==> config.mk <==
export PLATFORM = sky130hd
export DESIGN_NAME = uzorak_punjac_flat
export DESIGN_NICKNAME = d
export VERILOG_FILES = /design/src/rtl/uzorak_pkg.sv /design/src/rtl/uzorak_punjac_if.sv /design/src/rtl/brojac_latencije.sv /design/src/rtl/uzorak_punjac.sv /design/src/flat_wrapper.sv
export SDC_FILE = /design/constraint.sdc
export NUM_CORES = 2
export LEC_CHECK = 0
export CAP_MARGIN = 20
export CORE_ASPECT_RATIO = 1.4
export CORE_MARGIN = 2
export CORE_UTILIZATION = 40
export CTS_BUF_LIST = sky130_fd_sc_hd__clkbuf_4 sky130_fd_sc_hd__clkbuf_8
export DETAILED_ROUTE_END_ITERATION = 16
export SYNTH_ARGS = -nofsm -noshare
export SYNTH_HDL_FRONTEND = slang
export SYNTH_SLANG_ARGS = --single-unit
==> constraint.sdc <==
create_clock -name clk -period 4 [get_ports clk]
set_input_delay 0.8 -clock clk [delete_from_list [all_inputs] [get_ports clk]]
set_output_delay 0.8 -clock clk [all_outputs]
set_load 0.02 [all_outputs]
==> src/rtl/uzorak_pkg.sv <==
// Shared constants, index type and FSM states for the sonar sample packer.
package uzorak_pkg;

    localparam int unsigned BROJ_ZNACAJKI  = 60;
    localparam int unsigned SIRINA         = 16;
    localparam int unsigned SIRINA_UZORKA  = BROJ_ZNACAJKI * SIRINA;
    localparam int unsigned SIRINA_INDEKSA = $clog2(BROJ_ZNACAJKI);
    localparam int unsigned SIRINA_POMAKA  = $clog2(SIRINA_UZORKA);

    typedef logic [SIRINA_INDEKSA-1:0] indeks_t;

    typedef enum logic {
        PUNJENJE,
        CEKANJE
    } stanje_e;

endpackage

==> src/rtl/uzorak_punjac_if.sv <==
// Word stream in, parallel sample and status pulses out toward the neuron.
interface uzorak_punjac_if;
    import uzorak_pkg::*;

    logic [SIRINA-1:0]        ulaz_podatak;
    logic                     ulaz_valid;
    logic                     ulaz_zadnji;
    logic                     ulaz_ready;
    logic [SIRINA_UZORKA-1:0] uzorak;
    logic                     uzorak_valid;
    logic                     rezultat_valid;
    logic                     greska;

    modport master (
        output ulaz_podatak, ulaz_valid, ulaz_zadnji,
        input  ulaz_ready, uzorak, uzorak_valid, rezultat_valid, greska
    );

    modport slave (
        input  ulaz_podatak, ulaz_valid, ulaz_zadnji,
        output ulaz_ready, uzorak, uzorak_valid, rezultat_valid, greska
    );

endinterface

==> src/rtl/brojac_latencije.sv <==
// Counts down the neuron pipeline latency after each transfer and pulses
// rezultat_valid on the edge where the count expires.
module brojac_latencije #(
    parameter int unsigned LATENCIJA = 3
) (
    input  logic clk,
    input  logic rst_n,
    input  logic ucitaj,
    output logic nula,
    output logic rezultat_valid
);

    logic [7:0] brojac_q, brojac_d;
    logic       rezultat_valid_q;

    always_comb begin
        brojac_d = brojac_q;
        if (ucitaj) begin
            brojac_d = 8'(LATENCIJA);
        end else if (brojac_q != 8'd0) begin
            brojac_d = brojac_q - 8'd1;
        end
    end

    always_ff @(posedge clk or negedge rst_n) begin
        if (!rst_n) begin
            brojac_q         <= 8'd0;
            rezultat_valid_q <= 1'b0;
        end else begin
            brojac_q         <= brojac_d;
            rezultat_valid_q <= (brojac_q == 8'd1);
        end
    end

    // Counter is zero after this edge, so a new sample may be loaded on it;
    // at 1 the neuron captures the old result on the same edge as the swap.
    assign nula           = (brojac_q <= 8'd1);
    assign rezultat_valid = rezultat_valid_q;

endmodule

==> src/rtl/uzorak_punjac.sv <==
// Packs 60 serial 16-bit features into one 960-bit neuron sample (double-buffered).
// Optional frame checking on ulaz_zadnji: define UZORAK_PUNJAC_OKVIR_EN.
module uzorak_punjac
    import uzorak_pkg::*;
#(
    parameter int unsigned LATENCIJA = 3
) (
    input logic            clk,
    input logic            rst_n,
    uzorak_punjac_if.slave bus
);

    stanje_e                  stanje_q, stanje_d;
    indeks_t                  indeks_q, indeks_d;
    logic [SIRINA_UZORKA-1:0] spremnik_q, spremnik_d;
    logic [SIRINA_UZORKA-1:0] uzorak_q;
    logic [SIRINA_POMAKA-1:0] pomak;
    logic                     uzorak_valid_q, greska_q;
    logic                     prihvat, zadnja_rijec, okvir_greska, prenos, nula;

    assign bus.ulaz_ready = (stanje_q == PUNJENJE);
    assign prihvat        = bus.ulaz_valid && bus.ulaz_ready;
    assign zadnja_rijec   = (indeks_q == indeks_t'(BROJ_ZNACAJKI - 1));
    assign pomak          = SIRINA_POMAKA'(indeks_q) * SIRINA_POMAKA'(SIRINA);

`ifdef UZORAK_PUNJAC_OKVIR_EN
    assign okvir_greska = prihvat && (bus.ulaz_zadnji != zadnja_rijec);
`else
    logic unused_zadnji;
    assign unused_zadnji = bus.ulaz_zadnji;
    assign okvir_greska  = 1'b0;
`endif

    always_comb begin
        spremnik_d = spremnik_q;
        if (prihvat) begin
            spremnik_d[pomak +: SIRINA] = bus.ulaz_podatak;
        end
    end

    always_comb begin
        stanje_d = stanje_q;
        indeks_d = indeks_q;
        prenos   = 1'b0;
        unique case (stanje_q)
            PUNJENJE: begin
                if (prihvat) begin
                    if (okvir_greska) begin
                        indeks_d = '0;
                    end else if (zadnja_rijec) begin
                        indeks_d = '0;
                        if (nula) begin
                            prenos = 1'b1;
                        end else begin
                            stanje_d = CEKANJE;
                        end
                    end else begin
                        indeks_d = indeks_q + 1'b1;
                    end
                end
            end
            CEKANJE: begin
                if (nula) begin
                    prenos   = 1'b1;
                    stanje_d = PUNJENJE;
                end
            end
        endcase
    end

    always_ff @(posedge clk or negedge rst_n) begin
        if (!rst_n) begin
            stanje_q       <= PUNJENJE;
            indeks_q       <= '0;
            spremnik_q     <= '0;
            uzorak_q       <= '0;
            uzorak_valid_q <= 1'b0;
            greska_q       <= 1'b0;
        end else begin
            stanje_q       <= stanje_d;
            indeks_q       <= indeks_d;
            spremnik_q     <= spremnik_d;
            uzorak_valid_q <= prenos;
            greska_q       <= okvir_greska;
            if (prenos) begin
                uzorak_q <= spremnik_d;
            end
        end
    end

    brojac_latencije #(
        .LATENCIJA(LATENCIJA)
    ) u_brojac (
        .clk           (clk),
        .rst_n         (rst_n),
        .ucitaj        (prenos),
        .nula          (nula),
        .rezultat_valid(bus.rezultat_valid)
    );

    assign bus.uzorak       = uzorak_q;
    assign bus.uzorak_valid = uzorak_valid_q;
    assign bus.greska       = greska_q;

endmodule

==> src/flat_wrapper.sv <==
// flat-port wrapper written by rule: the top's interface ports become plain ports
module uzorak_punjac_flat import uzorak_pkg::*;
#(
    parameter int unsigned LATENCIJA = 3
)
  (clk, rst_n, bus_ulaz_podatak, bus_ulaz_valid, bus_ulaz_zadnji, bus_ulaz_ready, bus_uzorak, bus_uzorak_valid, bus_rezultat_valid, bus_greska);
  uzorak_punjac_if bus_i ();
  input logic clk;
  input logic rst_n;
  input wire logic [$bits(bus_i.ulaz_podatak)-1:0] bus_ulaz_podatak;
  input wire logic [$bits(bus_i.ulaz_valid)-1:0] bus_ulaz_valid;
  input wire logic [$bits(bus_i.ulaz_zadnji)-1:0] bus_ulaz_zadnji;
  output wire logic [$bits(bus_i.ulaz_ready)-1:0] bus_ulaz_ready;
  output wire logic [$bits(bus_i.uzorak)-1:0] bus_uzorak;
  output wire logic [$bits(bus_i.uzorak_valid)-1:0] bus_uzorak_valid;
  output wire logic [$bits(bus_i.rezultat_valid)-1:0] bus_rezultat_valid;
  output wire logic [$bits(bus_i.greska)-1:0] bus_greska;
  assign bus_i.ulaz_podatak = bus_ulaz_podatak;
  assign bus_i.ulaz_valid = bus_ulaz_valid;
  assign bus_i.ulaz_zadnji = bus_ulaz_zadnji;
  assign bus_ulaz_ready = bus_i.ulaz_ready;
  assign bus_uzorak = bus_i.uzorak;
  assign bus_uzorak_valid = bus_i.uzorak_valid;
  assign bus_rezultat_valid = bus_i.rezultat_valid;
  assign bus_greska = bus_i.greska;
  uzorak_punjac #(.LATENCIJA(LATENCIJA)) u_core (.clk(clk), .rst_n(rst_n), .bus(bus_i));
endmodule
==> results_dict.tcl <==
set metrics [dict create \
    slowest_stage "ha_1" \
    grt_max_degree 164 \
    drc 0 \
    ys_ff_latch 1937 \
    finalSetupTns_ns 0 \
    synth-main-ff-cell "dfrtp_1" \
    setup-violations-final 0 \
    dieArea_um2 186600 \
    die_w_um 365.7 \
    ff2ff_setup_slack_ns 0.41 \
    min_from "bus_ulaz_podatak[1]" \
    htree_levels 5 \
    required_ns 4.89 \
    synth-edff-count 0 \
    io_buffer_count 981 \
    hold_violations 0 \
    synth_warnings 0 \
    async_reset_ff_share_pct 100.0 \
    start_util_pct 40.32 \
    max_slew.worst_pin.slew_ns 1.024 \
    drtIter0Drc 3792 \
    cts_resized 0 \
    path_buf_inv 1 \
    grt_pass1_wl_um 342400 \
    core_area_um2 181700 \
    ant_nets 0 \
    hp-class "input pin to flip-flop" \
    reg2regPathDepth 7 \
    layout_setup_ws_ns 0.4078 \
    dp_hpwl_um 155100 \
    critPathLaunchType "flip-flop" \
    ios 984 \
    seq_area_frac_synth_pct 66.17 \
    finalPower_mw 38.11 \
    status "finished, final reports clean" \
    overflow 0 \
    r2r-start "u_core.indeks_q[1]$_DFFE_PN0P_" \
    preCtsSetupSlack_ns 0.4087 \
    worst-endpoint-arrival_ns 4.48 \
    numCtsBuffers 312 \
    worstPathCellList "inv_1, ha_1, or4b_1, o22ai_2, o2111ai_2, mux2_2, mux2_2" \
    utilization_pct 51.04 \
    clkSinkCount 1937 \
    synthToLayoutAreaGrowth_pct 26.60 \
    instances_no_fill 9899 \
    p_leak_nw 47.87 \
    min_period_ns 3.592 \
    gp_congestion 0.8522 \
    dr.pass1.iters 5 \
    wl_per_cell_um 23.88 \
    drt-total-wl_um 236400 \
    viasPerCell 5.018 \
    grt_use_total_pct 25.11 \
    final_nets 7287 \
    p_per_area_nw_per_um2 410.9 \
    grt_pass1_vias 50140 \
    num_vias 49670 \
    hold_ws_ns 0.2218 \
    antenna_found_initial 13 \
    cts_tree "done" \
    yosysUniqueCellTypes 70 \
    cp.depth 7 \
    fillerInstances 16230 \
    cp_max_fo 20 \
    cpMostUsedCell "mux2_2" \
    cp-endpoint "u_core.bus.uzorak[805]$_DFFE_PN0N_" \
    slew_headroom_pct 31.71 \
    max_freq_ghz 0.2784 \
    rsz0062_at_grt "false" \
    path_delay_family "compound AO/OA/AOI/OAI gates" \
    synthCells 6173 \
    post_dp_cell_area_um2 86410 \
    r2r_end "u_core.bus.uzorak[805]$_DFFE_PN0N_" \
    clk_latency_ns 1.04 \
    rows 185 \
    drive_above_1_share_pct 23.66 \
    peakVddDrop_v 0.0003305 \
    post-route-period-util_pct 89.80 \
    synth_nets 6197 \
    clockBufferDepth 4 \
    setup.worst_path.start "u_core.indeks_q[1]$_DFFE_PN0P_" \
    fin_area_um2 92750 \
    avgSynthCellArea_um2 11.87 \
    die_y_um 510.4 \
    synth_area_um2 73260 \
    drv_cap 0 \
    clk_pin_slew_ns 0.08 \
    worstSetupPathType "flip-flop to flip-flop" \
    final_max_slew_viol_count 0 \
    clock-skew-final_ns 0.09940 \
    dp.cells 9379 \
    root_buffer "clkbuf_8" \
    end_kind "flip-flop" \
    critPathMaxStageDelay_ns 0.66 \
]
## cells by family (layout without fill, tap and decap cells)
family / after synthesis / after routing / share of synthesized area [%]
XOR/XNOR: 10 / 10 / 0.1554
AND/OR/NAND/NOR: 2582 / 2582 / 13.75
other: 1 / 6 / 0.005119
AO/OA/AOI/OAI: 210 / 210 / 1.793
buffers and inverters: 424 / 1714 / 2.553
adder cells (fa/ha/maj): 4 / 4 / 0.06832
multiplexers: 1005 / 1005 / 15.50
flip-flops: 1937 / 1937 / 66.17
## synthesized netlist by cell type, types with 3 or more instances
cell type	number	area, um^2
mux2_2	982	11060
mux2_4	11	165.2
buf_6	6	67.56
or4bb_1	3	33.78
clkbuf_1	207	777.0
ha_1	4	50.05
o21ai_0	132	660.6
o2111a_1	3	33.78
o31ai_1	4	30.03
a31oi_1	38	237.7
nand4_1	6	37.54
and2_1	7	43.79
nor4_1	3	18.77
nor3_1	5	25.02
or3_1	6	37.54
a21oi_1	6	30.03
nand2_1	2404	9024
dfrtp_1	1937	48470
buf_2	163	815.8
nand2b_1	8	50.05
buf_4	8	60.06
and3_1	6	37.54
xnor2_1	7	61.31
or4_1	3	22.52
inv_1	23	86.33
o22ai_1	3	18.77
o22ai_2	3	37.54
mux2_1	11	123.9
nand3_1	35	175.2
nor3_2	6	60.06
nand3_2	7	70.07
buf_1	15	56.30
nor2b_1	7	43.79
nor2_1	59	221.5
## layer usage
layer	vias to the layer above	global-route usage, %	wire, um
li1	22150	-	-
met3	287	6.054	16710
met5	-	0	27
met1	25620	33.24	100600
met2	1606	41.18	113700
met4	4	7.019	5327
## registers in the layout (all words and copies together), names as in the netlist
signal / flops
u_core.spremnik_q: 960
u_core.u_brojac.brojac_q: 8
u_core.bus.uzorak_valid: 1
u_core.indeks_q: 6
u_core.stanje_q: 1
u_core.u_brojac.rezultat_valid: 1
u_core.bus.uzorak: 960
## how the worst min path moves through the flow
stage / end / cells past startpoint / slack, ns
floorplan: u_core.bus.uzorak[726]$_DFFE_PN0N_ / 2 / 0.43
global placement: u_core.bus.uzorak[750]$_DFFE_PN0N_ / 2 / 0.44
detailed placement: u_core.bus.uzorak[335]$_DFFE_PN0N_ / 2 / 0.44
CTS: u_core.spremnik_q[81]$_DFF_PN0_ / 2 / 0.11
global route: u_core.spremnik_q[97]$_DFF_PN0_ / 2 / 0.17
finish: u_core.spremnik_q[113]$_DFF_PN0_ / 2 / 0.22
## timing repair
| item | CTS | global route |
|---|---|---|
| setup buffers | 0 | 0 |
| hold buffers | 1 | 0 |
| hold endpoints to repair | 86 | 0 |
## cell type report
| type | count | area [um^2] | share of cell area [%] |
|---|---|---|---|
| clock inverters | 38 | 324.1 | 0.3494 |
| multi-input cells | 3812 | 23000 | 24.80 |
| repair buffers | 1175 | 11810 | 12.73 |
| well taps | 2431 | 3042 | 3.280 |
| inverters | 25 | 101.3 | 0.1093 |
| flip-flops and latches | 1937 | 48470 | 52.26 |
| clock buffers | 476 | 5988 | 6.457 |
| diodes | 5 | 12.51 | 0.01349 |
## cell usage in the layout (no fill, tap or decap), types with 11 or more instances in the layout
cell                n
clkinv_2           25
clkbuf_4           90
nand3_1            35
dfrtp_1          1937
mux2_2            982
mux2_1             11
mux2_4             11
buf_12             44
buf_4             165
a31oi_1            38
o21ai_0           131
clkdlybuf4s50_1   964
clkbuf_8          386
nor2_1             56
inv_1              23
nand2_1          2404
## power by group
group	total (mW)	leakage [nW]	switching (mW)	internal [mW]
registers	19.6	27.0	0.0148	19.6
logic	0.975	17.5	0.823	0.152
clock network	17.5	3.36	7.76	9.74
total	38.1	47.9	8.60	29.5
Note: power is estimated with default switching activity, not from simulation.
